==> src/rtl/branch_flag_unit_pkg.sv <==
// Shared definitions for the MiniRISC branch/flag unit.
// Holds the branch opcode encoding, the resolver FSM states, the bit
// positions of the architectural flags and the link register index.
// No ports: this is a package imported by the interface and both modules.
package minirisc_branch_pkg;

  typedef enum logic [2:0] {
    B    = 3'd0,
    BR   = 3'd1,
    BLTZ = 3'd2,
    BZ   = 3'd3,
    BNZ  = 3'd4,
    BL   = 3'd5,
    BCY  = 3'd6,
    BNCY = 3'd7
  } br_op_t;

  typedef enum logic [1:0] {
    IDLE    = 2'd0,
    RESOLVE = 2'd1,
    SQUASH  = 2'd2
  } state_t;

  localparam int ZERO  = 0;
  localparam int SIGN  = 1;
  localparam int CARRY = 2;

  localparam int LINK_REG = 31;

  // Only BL produces a link write; kept here so every user agrees on it.
  function automatic logic op_links(input br_op_t op);
    return (op == BL);
  endfunction

endpackage

==> src/rtl/branch_flag_unit_if.sv <==
// Branch request channel from the execute stage into the branch/flag unit.
// Signals:
//   valid  - branch request present
//   ready  - unit can accept a branch this cycle
//   op     - branch opcode
//   pc     - PC of the branch instruction
//   offset - sign-extended, byte-scaled offset
//   rs     - register operand
// master drives the request, slave (the unit) returns ready.
interface branch_flag_unit_if #(
  parameter int DATA_W = 32
);
  import minirisc_branch_pkg::*;

  logic              valid;
  logic              ready;
  br_op_t            op;
  logic [DATA_W-1:0] pc;
  logic [DATA_W-1:0] offset;
  logic [DATA_W-1:0] rs;

  modport master (
    output valid, op, pc, offset, rs,
    input  ready
  );

  modport slave (
    input  valid, op, pc, offset, rs,
    output ready
  );

endinterface

==> src/rtl/branch_flag_unit_cond.sv <==
// Combinational branch condition and target evaluation.
// Ports:
//   op      - branch opcode
//   rs      - register operand
//   flags_q - architectural flags {carry, sign, zero}
//   pc      - PC of the branch
//   offset  - byte offset added to pc for PC-relative targets
//   taken   - branch condition holds
//   target  - redirect address (pc + offset, or rs for BR)
module branch_cond
  import minirisc_branch_pkg::*;
#(
  parameter int DATA_W = 32
) (
  input  br_op_t            op,
  input  logic [DATA_W-1:0] rs,
  input  logic [2:0]        flags_q,
  input  logic [DATA_W-1:0] pc,
  input  logic [DATA_W-1:0] offset,
  output logic              taken,
  output logic [DATA_W-1:0] target
);

  // Zero and sign are architectural state but no current opcode tests them;
  // folding them here keeps the port complete for future conditions.
  logic unused_flags;
  assign unused_flags = ^{flags_q[ZERO], flags_q[SIGN]};

  // Every opcode except BR jumps PC-relative; the sum wraps modulo 2^DATA_W.
  // The condition is a pure function of the opcode and its operands.
  always_comb begin
    taken  = 1'b0;
    target = pc + offset;
    case (op)
      B:    taken = 1'b1;
      BR: begin
        taken  = 1'b1;
        target = rs;
      end
      BLTZ: taken = rs[DATA_W-1];
      BZ:   taken = (rs == '0);
      BNZ:  taken = (rs != '0);
      BL:   taken = 1'b1;
      BCY:  taken = flags_q[CARRY];
      BNCY: taken = ~flags_q[CARRY];
      default: taken = 1'b0;
    endcase
  end

endmodule

==> src/rtl/branch_flag_unit.sv <==
// MiniRISC branch/flag unit: consumer of ALU results and flags.
// Holds the architectural flag register and resolves branches against it
// or a register operand, producing a one-cycle PC redirect and link write.
// Ports:
//   clk, rst          - rising-edge clock, synchronous active-high reset
//   alu_valid         - ALU outputs valid this cycle
//   flag_we           - instruction updates flags (qualified by alu_valid)
//   alu_zero/sign/carry - ALU flag outputs
//   req               - branch request channel (slave side)
//   redirect          - one-cycle pulse, fetch loads redirect_pc
//   redirect_pc       - branch target
//   link_we           - one-cycle pulse, write link_data to r31
//   link_data         - br_pc + 4 of the last BL
//   flags_q           - {carry, sign, zero}
module branch_flag_unit
  import minirisc_branch_pkg::*;
#(
  parameter int DATA_W = 32
) (
  input  logic              clk,
  input  logic              rst,
  input  logic              alu_valid,
  input  logic              flag_we,
  input  logic              alu_zero,
  input  logic              alu_sign,
  input  logic              alu_carry,
  branch_flag_unit_if.slave req,
  output logic              redirect,
  output logic [DATA_W-1:0] redirect_pc,
  output logic              link_we,
  output logic [DATA_W-1:0] link_data,
  output logic [2:0]        flags_q
);

  state_t            state_q;
  state_t            state_d;
  logic              accept;
  br_op_t            op_q;
  logic [DATA_W-1:0] pc_q;
  logic [DATA_W-1:0] offset_q;
  logic [DATA_W-1:0] rs_q;
  logic              taken;
  logic [DATA_W-1:0] target;

  // Flag register runs independently of the branch FSM; reset beats a
  // simultaneous flag write.
  always_ff @(posedge clk) begin
    if (rst) begin
      flags_q <= 3'b000;
    end else if (alu_valid && flag_we) begin
      flags_q <= {alu_carry, alu_sign, alu_zero};
    end
  end

  // FSM state register.
  always_ff @(posedge clk) begin
    if (rst) begin
      state_q <= IDLE;
    end else begin
      state_q <= state_d;
    end
  end

  // Next-state and handshake: requests are only taken in IDLE, so anything
  // presented in RESOLVE or SQUASH is ignored. A taken branch spends one
  // extra cycle in SQUASH to drop the wrong-path slot.
  always_comb begin
    state_d   = state_q;
    req.ready = 1'b0;
    accept    = 1'b0;
    case (state_q)
      IDLE: begin
        req.ready = 1'b1;
        if (req.valid) begin
          accept  = 1'b1;
          state_d = RESOLVE;
        end
      end
      RESOLVE: state_d = taken ? SQUASH : IDLE;
      SQUASH:  state_d = IDLE;
      default: state_d = IDLE;
    endcase
  end

  // Capture the request on acceptance so the condition is judged on a
  // stable copy while the source moves on.
  always_ff @(posedge clk) begin
    if (rst) begin
      op_q     <= B;
      pc_q     <= '0;
      offset_q <= '0;
      rs_q     <= '0;
    end else if (accept) begin
      op_q     <= req.op;
      pc_q     <= req.pc;
      offset_q <= req.offset;
      rs_q     <= req.rs;
    end
  end

  branch_cond #(
    .DATA_W (DATA_W)
  ) u_cond (
    .op      (op_q),
    .rs      (rs_q),
    .flags_q (flags_q),
    .pc      (pc_q),
    .offset  (offset_q),
    .taken   (taken),
    .target  (target)
  );

  // Redirect and link outputs are registered at the end of RESOLVE. The
  // pulses drop every other cycle; the target and link data only move on a
  // taken branch (link data only on BL), so they hold across not-taken ones.
  always_ff @(posedge clk) begin
    if (rst) begin
      redirect    <= 1'b0;
      redirect_pc <= '0;
      link_we     <= 1'b0;
      link_data   <= '0;
    end else begin
      redirect <= 1'b0;
      link_we  <= 1'b0;
      if (state_q == RESOLVE && taken) begin
        redirect    <= 1'b1;
        redirect_pc <= target;
        if (op_links(op_q)) begin
          link_we   <= 1'b1;
          link_data <= pc_q + DATA_W'(4);
        end
      end
    end
  end

endmodule

==> src/flat_wrapper.sv <==
// flat-port wrapper written by rule: the top's interface ports become plain ports
module branch_flag_unit_flat import minirisc_branch_pkg::*;
#(
  parameter int DATA_W = 32
)
  (clk, rst, alu_valid, flag_we, alu_zero, alu_sign, alu_carry, redirect, redirect_pc, link_we, link_data, flags_q, req_valid, req_op, req_pc, req_offset, req_rs, req_ready);
  branch_flag_unit_if #(.DATA_W(DATA_W)) req_i ();
  input  logic clk;
  input  logic rst;
  input  logic alu_valid;
  input  logic flag_we;
  input  logic alu_zero;
  input  logic alu_sign;
  input  logic alu_carry;
  output logic redirect;
  output logic [DATA_W-1:0] redirect_pc;
  output logic link_we;
  output logic [DATA_W-1:0] link_data;
  output logic [2:0] flags_q;
  input wire logic [$bits(req_i.valid)-1:0] req_valid;
  input wire logic [$bits(req_i.op)-1:0] req_op;
  input wire logic [$bits(req_i.pc)-1:0] req_pc;
  input wire logic [$bits(req_i.offset)-1:0] req_offset;
  input wire logic [$bits(req_i.rs)-1:0] req_rs;
  output wire logic [$bits(req_i.ready)-1:0] req_ready;
  assign req_i.valid = req_valid;
  assign req_i.op = req_op;
  assign req_i.pc = req_pc;
  assign req_i.offset = req_offset;
  assign req_i.rs = req_rs;
  assign req_ready = req_i.ready;
  branch_flag_unit #(.DATA_W(DATA_W)) u_core (.clk(clk), .rst(rst), .alu_valid(alu_valid), .flag_we(flag_we), .alu_zero(alu_zero), .alu_sign(alu_sign), .alu_carry(alu_carry), .req(req_i), .redirect(redirect), .redirect_pc(redirect_pc), .link_we(link_we), .link_data(link_data), .flags_q(flags_q));
endmodule
==> config.mk <==
export PLATFORM = sky130hd
export DESIGN_NAME = branch_flag_unit_flat
export DESIGN_NICKNAME = d
export VERILOG_FILES = /design/src/rtl/branch_flag_unit_pkg.sv /design/src/rtl/branch_flag_unit_if.sv /design/src/rtl/branch_flag_unit_cond.sv /design/src/rtl/branch_flag_unit.sv /design/src/flat_wrapper.sv
export SDC_FILE = /design/constraint.sdc
export NUM_CORES = 1
export LEC_CHECK = 0
export BUFFER_PORTS_ARGS = -buffer_cell sky130_fd_sc_hd__buf_2
export CAP_MARGIN = 0
export CORE_MARGIN = 1.5
export CORE_UTILIZATION = 55
export CTS_CLUSTER_DIAMETER = 50
export DETAILED_ROUTE_END_ITERATION = 10
export GPL_ROUTABILITY_DRIVEN = 0
export PLACE_DENSITY = 0.8
export SYNTH_ARGS = -nofsm -noshare
export SYNTH_HDL_FRONTEND = slang
export SYNTH_SLANG_ARGS = --single-unit
==> constraint.sdc <==
create_clock -name clk -period 3.2 [get_ports clk]
set_input_delay 0 -clock clk [delete_from_list [all_inputs] [get_ports clk]]
set_output_delay 0 -clock clk [all_outputs]
set_load 0.02 [all_outputs]
==> results.txt, run 1 <==
post-synthesis compound-gate area fraction: 0.189
Clock power frac: 0.391
DRC: 0
share of total power in sequential cells: 0.446
die height: 125 um
initial antenna violation count: 0
Synth Area in Adders: 0.0511
Fill cells: 1097
clock root buffer: clkbuf_16
Post-synth EDFFs: 0
sequential area share after synthesis: 0.414
antenna-violating nets left: 0
Final Total Pwr: 0.00523 W
initial DRC count: 553
reg2reg path depth: 11
fin. max-slew vios: 0
FFs w/ async S/R, synth: 0
reg2reg start: u_core.pc_q[0]
Mean Syn Cell Area: 7.72 um2
total global routing overflow: 0
most frequent cells in the layout: nand2_1 (288), buf_2 (175), dfxtp_1 (170)
multi-input logic area: 4540 um2
Comb pwr share: 0.163
Worst Setup End Kind: flop
Core Footprint: 14600 um2
Power Density: 483 nW/um2
Rows: 44
mux cell area share after synthesis: 0.00730
Tot GR Track Use: 0.296
FF+latch count, synth: 170
Fin. Hold Viols: 0
Ys Warns: 0
R2R Path End: u_core.redirect_pc[24]
Leak: 4.51 nW
Chip Width: 125 um
fin nets: 1447
CP max stage cell: fa_1
TritonCTS clock tree: done
Final Setup Violations: 0
first-pass GRT wire length: 37800 um
worst-skew pair later-pin latency: 0.43 ns
number of max-cap violations: 0
Post-Syn Area: 8230 um2
clock slew at reported path FFs: 0.07 ns
Setup TNS: 0 ns
ys flop type: dfxtp_1
Starting Density: 0.564
kind of critical path: reg -> reg
Pre-Repair DR Iteration Count: 5
DPL Wire Length: 14700 um
Area Growth Syn to Fin: 31.7%
internal power: 0.00377 W
layout cell share with drive strength beyond 1: 0.173
diode count: 0
commonest non-fill, non-tap cell in the layout: nand2_1
PortBufs: 176
WL per Instance: 15.7 um
Post-Syn Nets: 1206
Synth Area in XOR/XNOR: 0.0618
via count: 8474
outcome: completed
WP data required: 3.54 ns
Fmax: 340 MHz
# resized after CTS: 0
final WL: 23600 um
Mapped Cells: 1066
Die Area: 15700 um2
vias in the first global route: 7986
Max clock buf depth: 2
Rel. slew slack: 0.269
Ports: 177
Setup Skew: 0.00792 ns
Synth Area in Simple Gates: 0.241
largest net degree at the start of global routing: 101
RSZ-0062 raised after global routing: false
Worst EP arrival: 3.28 ns
hold crit path type: in -> reg
worst slew pin tran: 1.10 ns
vias per cell: 5.63
min Tclk post-route: 2.94 ns
Distinct cells, synth: 55
peak supply drop: 0.444 mV
peak fanout along the critical path: 4
Setup crit start kind: flop
worst hold margin: 0.153 ns
largest family of logic cells by synthesized area: simple AND/OR/NAND/NOR gates
Sw Pwr: 0.00146 W
crit path from: u_core.pc_q[0]
Max stage delay on crit path: 0.41 ns
Final Cycle Share: 0.920
Inserted Clock Buffers: 17
cell breakdown of the critical path: ha_1 > fa_1 > a21oi_1 > o22ai_1 > o21ai_1 > o21ai_0 > a31oi_1 > nor2_1 > nor3_1 > xor2_1 > a211oi_1
R2R Setup Slk: 0.26 ns
clock sinks: 170
H-Tree Depth: 4
CP Capture Point: u_core.redirect_pc[24]
switching share of power: 0.279
register area: 3400 um2
[cell type report]
cell class,count,share of cell area
inverters,10,0.00346
well taps,184,0.0212
clock inverters,13,0.0134
flip-flops and latches,170,0.314
multi-input cells,818,0.419
clock buffers,19,0.0409
repair buffers,290,0.188
[cells by family (layout without fill, tap and decap cells)]
kind of cell,after synthesis,in the layout
compound gates,255,255
xor+xnor,58,58
fa+ha+maj,33,33
buf+inv,78,332
flops,170,170
mux,6,6
simple gates,466,466
[flip-flops by register name, summed over array words and instances, names as in the netlist]
signal              cells
u_core.state_q          2
u_core.redirect         1
u_core.rs_q            32
u_core.redirect_pc     32
u_core.pc_q            32
u_core.link_data       32
u_core.flags_q          3
u_core.op_q             3
u_core.link_we          1
u_core.offset_q        32
[critical path: cells and delay by family (launching register included)]
kind,cells,cell delay [ns]
AO/OA/AOI/OAI,6,1.45
AND/OR/NAND/NOR,2,0.33
XOR/XNOR,1,0.11
adder cells (fa/ha/maj),2,0.64
flip-flops,1,0.33
[metrics by stage]
stage | utilization | cell area [um2] | worst slack (ns) | instances
finish | 0.743 | 10800 | 0.255 | 1504
global route | 0.743 | 10800 | 0.0433 | 1504
CTS | 0.743 | 10800 | 0.290 | 1504
detailed placement | 0.628 | 9170 | 0.332 | 1364
global placement | 0.628 | 9170 | 0.439 | 1364
floorplan | - | 8230 | 0.685 | 1066
[how the worst min path moves through the flow]
stage,startpoint,end,slack (ns),cells after the start
global route,rst,u_core.redirect_pc[9],0.15,2
finish,rst,u_core.link_data[1],0.15,2
floorplan,req_offset[0],u_core.offset_q[0],0.14,2
CTS,rst,u_core.redirect_pc[9],0.13,2
global placement,req_rs[18],u_core.rs_q[18],0.24,3
detailed placement,req_pc[15],u_core.pc_q[15],0.25,3
[synthesized netlist by cell type (all sizes together) (4+ instances only)]
master | count | area [um2]
nand2 | 289 | 1080
dfxtp | 170 | 3400
a21oi | 140 | 701
nor2 | 95 | 372
clkbuf | 64 | 240
a211oi | 40 | 305
ha | 32 | 400
xor2 | 31 | 272
xnor2 | 27 | 236
o21ai | 26 | 134
nand3 | 19 | 100
a311oi | 17 | 149
nand4 | 13 | 96.3
inv | 10 | 37.5
nor3 | 10 | 55.1
nor2b | 9 | 56.3
nor4 | 8 | 50.1
a21o | 7 | 52.6
mux2i | 6 | 60.1
a31oi | 5 | 46.3
and3 | 5 | 31.3
buf | 4 | 20.0
nand3b | 4 | 30.0
o211ai | 4 | 30.0
[metal layers]
layer | track usage | wire length (um) | vias to the layer above
met5 | 0 | 0 | -
met4 | 0.112 | 688 | 0
met3 | 0.0599 | 1210 | 54
met2 | 0.528 | 12000 | 310
met1 | 0.350 | 9630 | 3948
li1 | - | - | 4162
[power by group through the flow]
stage | clock network, W | logic, W | registers, W
2_1_floorplan | 0 | 0.000471 | 0.00239
3_3_place_gp | 0 | 0.000729 | 0.00238
3_5_place_dp | 0 | 0.000735 | 0.00238
4_1_cts | 0.00207 | 0.000840 | 0.00233
5_1_grt | 0.00217 | 0.000938 | 0.00235
6_report | 0.00204 | 0.000853 | 0.00234
[what timing repair did]
action | in CTS | in global routing
hold buffers | 108 | 0
endpoints found under the hold margin | 102 | 0
setup buffers | 0 | 0
No activity file was read; power rests on OpenSTA's default activity.
==> run 2: changes to the inputs <==
ABC_AREA = 1   (was default)
PLACE_DENSITY = 0.79   (was 0.8)
clock period = 3.73 ns   (was 3.2 ns; I/O delays follow)
==> run 2 against run 1 <==
Effect of this change:
- register-to-register slack improved by 0.92 ns
- clock power is 15% lower
- largest cell class unchanged
- cell area up 11%
- wire length up 23%
- critical path depth is 1 higher
- clock skew grew 0.0020 ns
- combinational power rose by 21%
- die area is 14% higher
- flip-flop and latch count unchanged
==> results.txt, run 2 <==
fin nets: 1897 (+31%)
FFs w/ async S/R, synth: 0 (unchanged)
clock sinks: 170 (unchanged)
hold crit path type: in -> reg
clock root buffer: clkbuf_16
via count: 10.4k (+23%)
Final Cycle Share: 0.684 (-0.236)
worst hold margin: 0.0155 ns (-0.137 ns)
Ports: 177 (unchanged)
diode count: 0 (unchanged)
ys flop type: dfxtp_1
commonest non-fill, non-tap cell in the layout: nand2_1
cell breakdown of the critical path: nor2_1 > nand2_1 > nor2_1 > nand2_1 > nor2_1 > nand2_1 > nand2_1 > nand2_2 > nand2_2 > inv_2 > o21ai_0 > nor2_1
hold path cells: 3 (+1)
Ys Warns: 0 (unchanged)
DPL Wire Length: 19800 um (+35%)
vias per cell: 5.22 (-7.3%)
Area Growth Syn to Fin: 28.0%
Placed Cells: 1851 (+36%)
final WL: 28900 um (+23%)
kind of critical path: reg -> reg
Tot GR Track Use: 0.320 (+0.0244)
Rel. slew slack: 0.237 (-0.0319)
first-pass GRT wire length: 45600 um (+20%)
most frequent cells in the layout: nand2_1 (398), nor2_1 (280), inv_1 (179)
most frequent cell after synthesis: nand2_1
Distinct cells, synth: 37 (-33%)
min Tclk post-route: 2.55 ns (-0.394 ns)
Worst EP arrival: 2.88 ns (-0.40 ns)
Core Footprint: 16600 um2 (+14%)
initial antenna violation count: 0 (unchanged)
Post-synth top cells: nand2_1 (399), nor2_1 (280), inv_1 (180)
Finished Layout Cells: 1990 (+32%)
Crit path depth: 12 (+1)
die height: 134 um (+6.8%)
vias in the first global route: 9402 (+18%)
total global routing overflow: 0 (unchanged)
Max stage delay on crit path: 0.62 ns (+0.21 ns)
number of max-cap violations: 0 (unchanged)
WL per Instance: 14.5 um (-7.3%)
fin util: 0.724 (-0.0190)
FF+latch count, synth: 170 (unchanged)
PortBufs: 176 (unchanged)
Mean Syn Cell Area: 6.26 um2 (-19%)
peak fanout along the critical path: 44 (+40)
Fmax: 392 MHz (+15%)
post-synth top area share: 0.362 (-0.0520)
worst-skew pair later-pin latency: 0.43 ns (about the same)
reg2reg path depth: 12 (+1)
register area: 3400 um2 (unchanged)
Final Setup Violations: 0 (unchanged)
DRC: 0 (unchanged)
antenna-violating nets left: 0 (unchanged)
Final Total Pwr: 0.00482 W (-7.8%)
Yosys top cell by area: dfxtp_1
Die Area: 17900 um2 (+14%)
Setup crit start kind: flop
Inserted Clock Buffers: 17 (unchanged)
initial DRC count: 949 (+72%)
Fill cells: 1362 (+24%)
multi-input logic area: 5090 um2 (+12%)
Worst Setup End Kind: flop
Area contributors post-synth: dfxtp_1 (36%), nand2_1 (16%), nor2_1 (11%)
peak supply drop: 0.369 mV (-17%)
worst path bufs/invs: 1 (+1)
layout cell share with drive strength beyond 1: 0.132 (-0.0418)
Starting Density: 0.565 (+0.00149)
Rows: 47 (+6.8%)
Fin. Hold Viols: 0 (unchanged)
Setup TNS: 0 ns (unchanged)
clock slew at reported path FFs: 0.06 ns (about the same)
Pre-Repair DR Iteration Count: 5 (unchanged)
Leak: 6.05 nW (+34%)
Post-Syn Area: 9410 um2 (+14%)
Post-synth EDFFs: 0 (unchanged)
Mapped Cells: 1503 (+41%)
Chip Width: 134 um (+6.8%)
sequential area share after synthesis: 0.362 (-0.0520)
delay-heaviest family, CP: simple AND/OR/NAND/NOR gates
worst slew pin tran: 1.14 ns (+0.0462 ns)
Power Density: 400 nW/um2 (-17%)
Max clock buf depth: 2 (unchanged)
outcome: completed
CP max stage cell: nand2_2
RSZ-0062 raised after global routing: false
TritonCTS clock tree: done
Setup Skew: 0.00991 ns (+0.00200 ns)
WP data required: 4.06 ns (+0.52 ns)
largest net degree at the start of global routing: 67 (-34%)
fin. max-slew vios: 0 (unchanged)
Post-Syn Nets: 1643 (+36%)
H-Tree Depth: 4 (unchanged)
==> run 2: cell count changes after synthesis, moves of 33 or more <==
cell,previous run,this run
nor2_1,93,280
inv_1,10,180
nand2_1,289,399
o21ai_0,24,119
nand3_1,18,67
a211oi_1,39,0
a21oi_1,140,107
==> run 2: cell type report <==
| cell class | instances | share of cell area |
|---|---|---|
| well taps | 220 | 0.0229 |
| repair buffers | 291 | 0.167 |
| clock buffers | 20 | 0.0379 |
| flip-flops and latches | 170 | 0.283 |
| inverters | 185 | 0.0577 |
| multi-input cells | 1092 | 0.422 |
| clock inverters | 12 | 0.00945 |
==> run 2: logic make-up (layout without fill, tap and decap cells) <==
| kind of cell | count (synthesis) | in the layout | share of synthesized area |
|---|---|---|---|
| AO/OA/AOI/OAI | 239 | 239 | 0.129 |
| AND/OR/NAND/NOR | 789 | 789 | 0.337 |
| flip-flops | 170 | 170 | 0.362 |
| XOR/XNOR | 31 | 31 | 0.0289 |
| buffers and inverters | 241 | 508 | 0.0983 |
| adder cells (fa/ha/maj) | 33 | 33 | 0.0447 |
==> run 2: worst paths after layout <==
path,from,to,slack [ns]
hold reg to reg,u_core.link_data[28],u_core.link_data[28],0.46
setup reg to reg,u_core.rs_q[28],u_core.redirect_pc[14],1.18
setup / recovery,u_core.rs_q[28],u_core.redirect_pc[14],1.18
hold / removal,req_rs[18],u_core.rs_q[18],0.02
==> run 2: metrics by stage <==
stage / setup WS [ns] / area (um2)
floorplan: 1.79 / 9410
global placement: 1.25 / 10400
detailed placement: 1.20 / 10400
CTS: 1.19 / 12000
global route: 0.935 / 12000
finish: 1.18 / 12000
==> run 2: worst reg2reg max path, stage by stage (launching register included) <==
cell and delay [ns]:
dfxtp_1 0.33, nor2_1 0.11, nand2_1 0.06, nor2_1 0.11, nand2_1 0.09, nor2_1 0.22
nand2_1 0.08, nand2_1 0.08, nand2_2 0.09, nand2_2 0.62, inv_2 0.35, o21ai_0 0.25
nor2_1 0.06
==> run 2: where the power goes <==
| part | total (W) | switching (W) | internal [W] | leakage [nW] |
|---|---|---|---|---|
| clock network | 0.00174 | 0.000781 | 0.000963 | 0.275 |
| registers | 0.00205 | 0.000110 | 0.00194 | 1.40 |
| logic | 0.00103 | 0.000634 | 0.000394 | 4.38 |
| total | 0.00482 | 0.00152 | 0.00330 | 6.05 |
==> run 2: per-layer routing <==
| layer | vias up | GRT usage | wire length, um |
|---|---|---|---|
| met1 | 4649 | 0.406 | 12300 |
| li1 | 5218 | - | - |
| met3 | 81 | 0.0401 | 1750 |
| met2 | 443 | 0.547 | 13800 |
| met4 | 0 | 0.141 | 1060 |
| met5 | - | 0 | 0 |
==> run 2: timing repair <==
| action | CTS | global route |
|---|---|---|
| endpoints found under the hold margin | 102 | 0 |
| hold buffers | 107 | 0 |
| buffers inserted | 0 | 0 |
| endpoints found under the setup margin | 0 | 0 |
| resized for setup | 0 | 0 |
